### config.mk
export PLATFORM = sky130hd
export DESIGN_NAME = bp_fe_icache_cce_responder_flat
export DESIGN_NICKNAME = d
export VERILOG_FILES = /design/src/rtl/bp_fe_icache_cce_responder_if.sv /design/src/rtl/bp_fe_icache_cce_responder.sv /design/src/flat_wrapper.sv
export SDC_FILE = /design/constraint.sdc
export NUM_CORES = 1
export LEC_CHECK = 0
export ABC_AREA = 1
export BUFFER_PORTS_ARGS = -buffer_cell sky130_fd_sc_hd__buf_2
export CAP_MARGIN = 20
export CORE_AREA = 3 3 481 483
export DETAILED_ROUTE_END_ITERATION = 8
export DIE_AREA = 0 0 484 486
export PLACE_DENSITY_LB_ADDON = 0.1
export SYNTH_ARGS = -nofsm -noshare
export SYNTH_HDL_FRONTEND = slang
export SYNTH_SLANG_ARGS = --single-unit
### constraint.sdc
create_clock -name clk_i -period 1.95 [get_ports clk_i]
set_clock_uncertainty 0.15 [all_clocks]
set_input_delay 0.39 -clock clk_i [delete_from_list [all_inputs] [get_ports clk_i]]
set_output_delay 0.39 -clock clk_i [all_outputs]
set_load 0.1 [all_outputs]
### src/rtl/bp_fe_icache_cce_responder_if.sv
// LCE<->CCE link plus memory fetch port as seen by the I-cache CCE responder.
// Packed layouts, MSB first: req {dst,src,type[2:0],addr,lru_way}; resp {dst,src,type[1:0],addr};
// cmd {dst,src,type[3:0],way,state[1:0],addr,data}.
interface bp_fe_icache_cce_responder_if #(
   parameter int paddr_width_p            = 40,
   parameter int lce_id_width_p           = 4,
   parameter int cce_id_width_p           = 4,
   parameter int lce_assoc_icache_p       = 8,
   parameter int cce_block_width_icache_p = 512
);
   localparam int way_width_lp          = (lce_assoc_icache_p > 1) ? $clog2(lce_assoc_icache_p) : 1;
   localparam int lce_cce_req_width_lp  = cce_id_width_p + lce_id_width_p + 3 + paddr_width_p + way_width_lp;
   localparam int lce_cce_resp_width_lp = cce_id_width_p + lce_id_width_p + 2 + paddr_width_p;
   localparam int lce_cmd_width_lp      = lce_id_width_p + cce_id_width_p + 4 + way_width_lp + 2
                                        + paddr_width_p + cce_block_width_icache_p;

   logic [lce_cce_req_width_lp-1:0]     lce_req_i;
   logic                                lce_req_v_i;
   logic                                lce_req_yumi_o;
   logic [lce_cce_resp_width_lp-1:0]    lce_resp_i;
   logic                                lce_resp_v_i;
   logic                                lce_resp_yumi_o;
   logic [lce_cmd_width_lp-1:0]         lce_cmd_o;
   logic                                lce_cmd_v_o;
   logic                                lce_cmd_yumi_i;
   logic [paddr_width_p-1:0]            mem_cmd_addr_o;
   logic                                mem_cmd_uc_o;
   logic                                mem_cmd_v_o;
   logic                                mem_cmd_ready_i;
   logic [cce_block_width_icache_p-1:0] mem_resp_data_i;
   logic                                mem_resp_v_i;
   logic                                mem_resp_yumi_o;

   modport slave (
      input  lce_req_i, lce_req_v_i, lce_resp_i, lce_resp_v_i, lce_cmd_yumi_i,
             mem_cmd_ready_i, mem_resp_data_i, mem_resp_v_i,
      output lce_req_yumi_o, lce_resp_yumi_o, lce_cmd_o, lce_cmd_v_o,
             mem_cmd_addr_o, mem_cmd_uc_o, mem_cmd_v_o, mem_resp_yumi_o
   );

   modport master (
      output lce_req_i, lce_req_v_i, lce_resp_i, lce_resp_v_i, lce_cmd_yumi_i,
             mem_cmd_ready_i, mem_resp_data_i, mem_resp_v_i,
      input  lce_req_yumi_o, lce_resp_yumi_o, lce_cmd_o, lce_cmd_v_o,
             mem_cmd_addr_o, mem_cmd_uc_o, mem_cmd_v_o, mem_resp_yumi_o
   );
endinterface

### src/rtl/bp_fe_icache_cce_responder.sv
// CCE-side responder for a single I-cache LCE: syncs the LCE after reset, then serves
// one cached block miss or uncached dword read at a time through the memory port.
module bp_fe_icache_cce_responder #(
   parameter int paddr_width_p            = 40,
   parameter int lce_id_width_p           = 4,
   parameter int cce_id_width_p           = 4,
   parameter int lce_assoc_icache_p       = 8,
   parameter int cce_block_width_icache_p = 512,
   parameter int cce_id_p                 = 0
) (
   input  logic                      clk_i,
   input  logic                      reset_n_i,
   input  logic [lce_id_width_p-1:0] lce_id_i,
   bp_fe_icache_cce_responder_if.slave bus,
   output logic                      ready_o,
   output logic                      proto_err_o
);
   localparam int way_width_lp   = (lce_assoc_icache_p > 1) ? $clog2(lce_assoc_icache_p) : 1;
   localparam int dword_width_lp = 64;
   localparam logic [paddr_width_p-1:0] block_mask_lp =
      ~paddr_width_p'(cce_block_width_icache_p / 8 - 1);

   localparam logic [2:0] e_lce_req_type_rd  = 3'd0;
   localparam logic [2:0] e_lce_req_uc_rd    = 3'd2;
   localparam logic [1:0] e_lce_cce_sync_ack = 2'd0;
   localparam logic [1:0] e_lce_cce_coh_ack  = 2'd1;
   localparam logic [3:0] e_lce_cmd_sync     = 4'd0;
   localparam logic [3:0] e_lce_cmd_data     = 4'd1;
   localparam logic [3:0] e_lce_cmd_uc_data  = 4'd2;
   localparam logic [1:0] e_COH_I            = 2'd0;
   localparam logic [1:0] e_COH_S            = 2'd1;

   typedef struct packed {
      logic [cce_id_width_p-1:0] dst_id;
      logic [lce_id_width_p-1:0] src_id;
      logic [2:0]                msg_type;
      logic [paddr_width_p-1:0]  addr;
      logic [way_width_lp-1:0]   lru_way;
   } req_s;

   typedef struct packed {
      logic [cce_id_width_p-1:0] dst_id;
      logic [lce_id_width_p-1:0] src_id;
      logic [1:0]                msg_type;
      logic [paddr_width_p-1:0]  addr;
   } resp_s;

   typedef struct packed {
      logic [lce_id_width_p-1:0]           dst_id;
      logic [cce_id_width_p-1:0]           src_id;
      logic [3:0]                          msg_type;
      logic [way_width_lp-1:0]             way_id;
      logic [1:0]                          state;
      logic [paddr_width_p-1:0]            addr;
      logic [cce_block_width_icache_p-1:0] data;
   } cmd_s;

   typedef enum logic [2:0] {
      S_SYNC, S_SYNC_ACK, S_READY, S_MEM_CMD, S_MEM_RESP, S_SEND, S_ACK
   } state_e;

   state_e                              state_q, state_d;
   logic                                live_q, live_d;
   logic [paddr_width_p-1:0]            addr_q, addr_d;
   logic [way_width_lp-1:0]             way_q, way_d;
   logic                                uc_q, uc_d;
   logic [cce_block_width_icache_p-1:0] data_q, data_d;
   logic                                err_q, err_d;

   req_s  req;
   resp_s resp;
   cmd_s  cmd;
   logic  req_yumi, resp_yumi, cmd_v, mem_cmd_v, mem_resp_yumi, ready;
   logic  unused_fields;

   assign req           = bus.lce_req_i;
   assign resp          = bus.lce_resp_i;
   assign unused_fields = ^{req.dst_id, req.src_id, resp.dst_id, resp.src_id, resp.addr};

   // live_q holds every valid/yumi low for the first cycle out of reset, so the
   // async reset drops them immediately even though the state lands in SYNC.
   always_comb begin
      state_d       = state_q;
      live_d        = 1'b1;
      addr_d        = addr_q;
      way_d         = way_q;
      uc_d          = uc_q;
      data_d        = data_q;
      err_d         = err_q;
      req_yumi      = 1'b0;
      resp_yumi     = 1'b0;
      cmd_v         = 1'b0;
      mem_cmd_v     = 1'b0;
      mem_resp_yumi = 1'b0;
      ready         = 1'b0;
      cmd           = '0;
      cmd.dst_id    = lce_id_i;
      cmd.src_id    = cce_id_width_p'(cce_id_p);
      if (live_q) begin
         unique case (state_q)
            S_SYNC: begin
               cmd_v        = 1'b1;
               cmd.msg_type = e_lce_cmd_sync;
               if (bus.lce_cmd_yumi_i) state_d = S_SYNC_ACK;
            end
            S_SYNC_ACK: begin
               if (bus.lce_resp_v_i) begin
                  resp_yumi = 1'b1;
                  if (resp.msg_type == e_lce_cce_sync_ack) state_d = S_READY;
                  else err_d = 1'b1;
               end
            end
            S_READY: begin
               ready = 1'b1;
               if (bus.lce_resp_v_i) begin
                  resp_yumi = 1'b1;
                  err_d     = 1'b1;
               end
               if (bus.lce_req_v_i) begin
                  req_yumi = 1'b1;
                  way_d    = req.lru_way;
                  if (req.msg_type == e_lce_req_type_rd) begin
                     addr_d  = req.addr & block_mask_lp;
                     uc_d    = 1'b0;
                     state_d = S_MEM_CMD;
                  end else if (req.msg_type == e_lce_req_uc_rd) begin
                     addr_d  = req.addr;
                     uc_d    = 1'b1;
                     state_d = S_MEM_CMD;
                  end else begin
                     err_d = 1'b1;
                  end
               end
            end
            S_MEM_CMD: begin
               mem_cmd_v = 1'b1;
               if (bus.mem_cmd_ready_i) state_d = S_MEM_RESP;
            end
            S_MEM_RESP: begin
               if (bus.mem_resp_v_i) begin
                  mem_resp_yumi = 1'b1;
                  data_d        = bus.mem_resp_data_i;
                  state_d       = S_SEND;
               end
            end
            S_SEND: begin
               cmd_v    = 1'b1;
               cmd.addr = addr_q;
               if (uc_q) begin
                  cmd.msg_type = e_lce_cmd_uc_data;
                  cmd.state    = e_COH_I;
                  cmd.data     = cce_block_width_icache_p'(data_q[dword_width_lp-1:0]);
               end else begin
                  cmd.msg_type = e_lce_cmd_data;
                  cmd.way_id   = way_q;
                  cmd.state    = e_COH_S;
                  cmd.data     = data_q;
               end
               if (bus.lce_cmd_yumi_i) state_d = uc_q ? S_READY : S_ACK;
            end
            S_ACK: begin
               if (bus.lce_resp_v_i) begin
                  resp_yumi = 1'b1;
                  if (resp.msg_type == e_lce_cce_coh_ack) state_d = S_READY;
                  else err_d = 1'b1;
               end
            end
            default: state_d = S_SYNC;
         endcase
      end
   end

   always_ff @(posedge clk_i or negedge reset_n_i) begin
      if (!reset_n_i) begin
         state_q <= S_SYNC;
         live_q  <= 1'b0;
         addr_q  <= '0;
         way_q   <= '0;
         uc_q    <= 1'b0;
         data_q  <= '0;
         err_q   <= 1'b0;
      end else begin
         state_q <= state_d;
         live_q  <= live_d;
         addr_q  <= addr_d;
         way_q   <= way_d;
         uc_q    <= uc_d;
         data_q  <= data_d;
         err_q   <= err_d;
      end
   end

   assign bus.lce_req_yumi_o  = req_yumi;
   assign bus.lce_resp_yumi_o = resp_yumi;
   assign bus.lce_cmd_o       = cmd;
   assign bus.lce_cmd_v_o     = cmd_v;
   assign bus.mem_cmd_addr_o  = addr_q;
   assign bus.mem_cmd_uc_o    = uc_q;
   assign bus.mem_cmd_v_o     = mem_cmd_v;
   assign bus.mem_resp_yumi_o = mem_resp_yumi;
   assign ready_o             = ready;
   assign proto_err_o         = err_q;
endmodule

### src/flat_wrapper.sv
// flat-port wrapper written by rule: the top's interface ports become plain ports
module bp_fe_icache_cce_responder_flat 
#(
   parameter int paddr_width_p            = 40,
   parameter int lce_id_width_p           = 4,
   parameter int cce_id_width_p           = 4,
   parameter int lce_assoc_icache_p       = 8,
   parameter int cce_block_width_icache_p = 512,
   parameter int cce_id_p                 = 0
)
  (clk_i, reset_n_i, lce_id_i, ready_o, proto_err_o, bus_lce_req_i, bus_lce_req_v_i, bus_lce_resp_i, bus_lce_resp_v_i, bus_lce_cmd_yumi_i, bus_mem_cmd_ready_i, bus_mem_resp_data_i, bus_mem_resp_v_i, bus_lce_req_yumi_o, bus_lce_resp_yumi_o, bus_lce_cmd_o, bus_lce_cmd_v_o, bus_mem_cmd_addr_o, bus_mem_cmd_uc_o, bus_mem_cmd_v_o, bus_mem_resp_yumi_o);
  bp_fe_icache_cce_responder_if #(.paddr_width_p(paddr_width_p), .lce_id_width_p(lce_id_width_p), .cce_id_width_p(cce_id_width_p), .lce_assoc_icache_p(lce_assoc_icache_p), .cce_block_width_icache_p(cce_block_width_icache_p)) bus_i ();
  input  logic clk_i;
  input  logic reset_n_i;
  input  logic [lce_id_width_p-1:0] lce_id_i;
  output logic ready_o;
  output logic proto_err_o;
  input wire logic [$bits(bus_i.lce_req_i)-1:0] bus_lce_req_i;
  input wire logic [$bits(bus_i.lce_req_v_i)-1:0] bus_lce_req_v_i;
  input wire logic [$bits(bus_i.lce_resp_i)-1:0] bus_lce_resp_i;
  input wire logic [$bits(bus_i.lce_resp_v_i)-1:0] bus_lce_resp_v_i;
  input wire logic [$bits(bus_i.lce_cmd_yumi_i)-1:0] bus_lce_cmd_yumi_i;
  input wire logic [$bits(bus_i.mem_cmd_ready_i)-1:0] bus_mem_cmd_ready_i;
  input wire logic [$bits(bus_i.mem_resp_data_i)-1:0] bus_mem_resp_data_i;
  input wire logic [$bits(bus_i.mem_resp_v_i)-1:0] bus_mem_resp_v_i;
  output wire logic [$bits(bus_i.lce_req_yumi_o)-1:0] bus_lce_req_yumi_o;
  output wire logic [$bits(bus_i.lce_resp_yumi_o)-1:0] bus_lce_resp_yumi_o;
  output wire logic [$bits(bus_i.lce_cmd_o)-1:0] bus_lce_cmd_o;
  output wire logic [$bits(bus_i.lce_cmd_v_o)-1:0] bus_lce_cmd_v_o;
  output wire logic [$bits(bus_i.mem_cmd_addr_o)-1:0] bus_mem_cmd_addr_o;
  output wire logic [$bits(bus_i.mem_cmd_uc_o)-1:0] bus_mem_cmd_uc_o;
  output wire logic [$bits(bus_i.mem_cmd_v_o)-1:0] bus_mem_cmd_v_o;
  output wire logic [$bits(bus_i.mem_resp_yumi_o)-1:0] bus_mem_resp_yumi_o;
  assign bus_i.lce_req_i = bus_lce_req_i;
  assign bus_i.lce_req_v_i = bus_lce_req_v_i;
  assign bus_i.lce_resp_i = bus_lce_resp_i;
  assign bus_i.lce_resp_v_i = bus_lce_resp_v_i;
  assign bus_i.lce_cmd_yumi_i = bus_lce_cmd_yumi_i;
  assign bus_i.mem_cmd_ready_i = bus_mem_cmd_ready_i;
  assign bus_i.mem_resp_data_i = bus_mem_resp_data_i;
  assign bus_i.mem_resp_v_i = bus_mem_resp_v_i;
  assign bus_lce_req_yumi_o = bus_i.lce_req_yumi_o;
  assign bus_lce_resp_yumi_o = bus_i.lce_resp_yumi_o;
  assign bus_lce_cmd_o = bus_i.lce_cmd_o;
  assign bus_lce_cmd_v_o = bus_i.lce_cmd_v_o;
  assign bus_mem_cmd_addr_o = bus_i.mem_cmd_addr_o;
  assign bus_mem_cmd_uc_o = bus_i.mem_cmd_uc_o;
  assign bus_mem_cmd_v_o = bus_i.mem_cmd_v_o;
  assign bus_mem_resp_yumi_o = bus_i.mem_resp_yumi_o;
  bp_fe_icache_cce_responder #(.paddr_width_p(paddr_width_p), .lce_id_width_p(lce_id_width_p), .cce_id_width_p(cce_id_width_p), .lce_assoc_icache_p(lce_assoc_icache_p), .cce_block_width_icache_p(cce_block_width_icache_p), .cce_id_p(cce_id_p)) u_core (.clk_i(clk_i), .reset_n_i(reset_n_i), .lce_id_i(lce_id_i), .bus(bus_i), .ready_o(ready_o), .proto_err_o(proto_err_o));
endmodule
==> flow_summary.ini <==
[setup_path]
worstReg2RegEnd = u_core.data_q[338]$_DFFE_PN0P_
cp_num_buf_inv = 8
crit_family = buffers and inverters
cp_slowest_cell = dfrtp_1
crit_path_end_kind = output port
cp.required_ps = 1410
r2r_setup_slack_ps = -520
regToRegStartpoint = u_core.state_q[1]$_DFFE_PN0P_
cpPeakStageDelay_ps = 390
crit_chain = inv_2, ha_4, nand2_4, inv_4, nand2_4, nor2_4, buf_12, buf_12, inv_16, buf_8, buf_16, nor2_4, buf_12
worstPathArrival_ps = 2630
crit_type = flop to output port
cp_max_fo = 13
start_kind = flop
crit_path_frequent_cell = buf_12
rr_worst_depth = 12

[logic_synthesis]
avgSynthCellArea_um2 = 7.99
yosysSeqAreaShare = 0.574
synth_cells = 3057
synthFlopType = dfrtp_1
async_flop_share = 1.00
yosys.cell_types.count = 23
synth_edf_count = 0
synth_top_area_cell = dfrtp_1
netlist_area_mm2 = 0.0244
ys_seq_elements = 561
synth_top_area_frac = 0.574
synth.most_common_cell = nand2_1
synth.area.top_cells = dfrtp_1, nand2_1, inv_1
synth_warnings = 0
synth_commonest_cells = nand2_1, inv_1, nor2_1, dfrtp_1, o21ai_0

[cts]
clk_latency_ps = 690
cts_inserted_buffers = 85
cts_tree = done
clock-sinks = 561
cts.clk_slew.worst_paths_ps = 50
clockBufferDepth = 3
root_buffer = clkbuf_16
htree_levels = 3

[placed_design]
routabilityCongestion = 0.782
io_buffer_count = 1172
hpwl_um = 128000
dp_slack_ps = -714

[timing]
setup_viol_count_final = 1162
fin_crit_sh = 1.63
whs_ps = 121
layout_setup_ws_ps = -1220
relSlewSlack = 0.627
drv_slew = 0
worst_pin_slew_ps = 563
fin_crit_ps = 3170
grt_setup_unrepaired = true
fmax_mhz = 315
finalSetupTns_ps = -785710
hold_viol_final = 0

[cells_and_area]
syn_to_final_growth_pct = 138
utilization = 0.256
layout-drive-gt1-share = 0.434
fin_nets = 5597

[drt]
wl_per_cell_um = 20.3
drt_iter0_markers = 906
vias_per_cell = 3.29
drc = 0
antenna_left = 0
firstDrtPassIters = 5
wl_um = 164000
vias = 26600

[pwr]
powerDensity_mw_per_mm2 = 1060
power_mw = 61.9
irDropWorstVdd_uv = 644
p_leak_nw = 25.2

[grt]
grt_pass1_wl_um = 227000
antenna_found_initial = 63
overflow = 0
grtUsageTotal = 0.134
grt_pass1_vias = 28500
grt_max_degree = 49

[run]
maxCapViolations = 0

[die]
die_h_um = 486
io_pins = 1244
coreArea_mm2 = 0.227
start_util = 0.108
dieArea_mm2 = 0.235
die_x_um = 484
row_count = 175

[hold_path]
hold_path.class = primary input to async pin

[outcome]
status = complete, but fails checks
violations = setup timing
[worst max path at each step]
| stage | start | to | slack, ps | depth (start not counted) |
|---|---|---|---|---|
| 2_1_floorplan | u_core.bus.mem_cmd_uc_o$_DFFE_PN0P_ | bus_lce_cmd_o[225] | -1770 | 7 |
| 3_3_place_gp | u_core.state_q[1]$_DFFE_PN0P_ | bus_lce_cmd_o[354] | -780 | 11 |
| 3_5_place_dp | u_core.state_q[1]$_DFFE_PN0P_ | bus_lce_cmd_o[354] | -710 | 11 |
| 4_1_cts | u_core.state_q[1]$_DFFE_PN0P_ | bus_lce_cmd_o[96] | -1360 | 11 |
| 5_1_grt | u_core.state_q[1]$_DFFE_PN0P_ | bus_lce_cmd_o[258] | -1430 | 13 |
| 6_report | u_core.state_q[1]$_DFFE_PN0P_ | bus_lce_cmd_o[258] | -1220 | 13 |
[layer usage]
| metal | track usage | up-vias | routed length [µm] |
|---|---|---|---|
| li1 | - | 13000 | - |
| met1 | 0.164 | 12500 | 68400 |
| met2 | 0.226 | 848 | 79700 |
| met3 | 0.0509 | 172 | 12900 |
| met4 | 0.0255 | 46 | 2800 |
| met5 | 0 | - | 271 |
[flip-flops by register name (all words and copies together), names as in the netlist]
register,count
u_core.way_q,3
u_core.bus.mem_cmd_addr_o,40
u_core.proto_err_o,1
u_core.bus.mem_cmd_uc_o,1
u_core.state_q,3
u_core.live_q,1
u_core.data_q,512
[cell families (layout without fill, tap and decap cells)]
logic type | count (synthesis) | count (layout) | share of synthesized area
and+or+nand+nor | 1164 | 1164 | 0.180
buffers and inverters | 765 | 2736 | 0.128
AOI/OAI and AO/OA | 561 | 561 | 0.115
DFF | 561 | 561 | 0.574
adders and majority gates | 4 | 4 | 0.00205
other | 2 | 46 | 0.000307
[per-stage QoR]
step	instance area, µm²	std cells
CTS	56500	8015
floorplan	27400	3063
detailed placement	46800	7275
global placement	46800	7275
global route	58100	8068
finish	58100	8081
[worst min-delay path, stage by stage]
cell and delay (ps):
dlygate4sd3_1 560, buf_8 150, buf_12 240
[layout by cell type, fill, tap and decap left out, types with 11 or more instances in the layout]
| cell | count |
|---|---|
| buf_12 | 636 |
| buf_2 | 606 |
| nand2_1 | 578 |
| inv_1 | 565 |
| dlygate4sd3_1 | 558 |
| dfrtp_1 | 520 |
| nor2_4 | 498 |
| o21ai_0 | 314 |
| o21ai_1 | 242 |
| buf_4 | 141 |
| clkbuf_16 | 103 |
| nor2_2 | 42 |
| dfrtp_2 | 41 |
| diode_2 | 38 |
| nor2_1 | 29 |
| buf_16 | 29 |
| clkbuf_8 | 28 |
| clkbuf_1 | 19 |
| buf_6 | 13 |
| clkinv_2 | 11 |
[power breakdown]
part	switching, mW	internal [mW]
combinational	19.2	7.63
sequential	1.55	17.5
clock	6.51	9.43
[layout make-up]
| type | instances | area (µm²) |
|---|---|---|
| fillers | 24400 | 169000 |
| repair buffers | 2006 | 23900 |
| flip-flops and latches | 561 | 14100 |
| multi-input cells | 1737 | 11200 |
| well taps | 3009 | 3760 |
| clock buffers | 134 | 2630 |
| inverters | 571 | 2170 |
| clock inverters | 21 | 206 |
| diodes | 38 | 95.1 |
| repair inverters | 4 | 80.1 |
[repair_timing]
action	CTS	global route
gates resized for setup	223	242
endpoints found under the setup margin	1163	1163
hold buffers	558	0
cloned	19	20
setup buffers	10	8
pin swaps	7	10
endpoints found under the hold margin	1117	0
No activity file was read; power rests on OpenSTA's default activity.
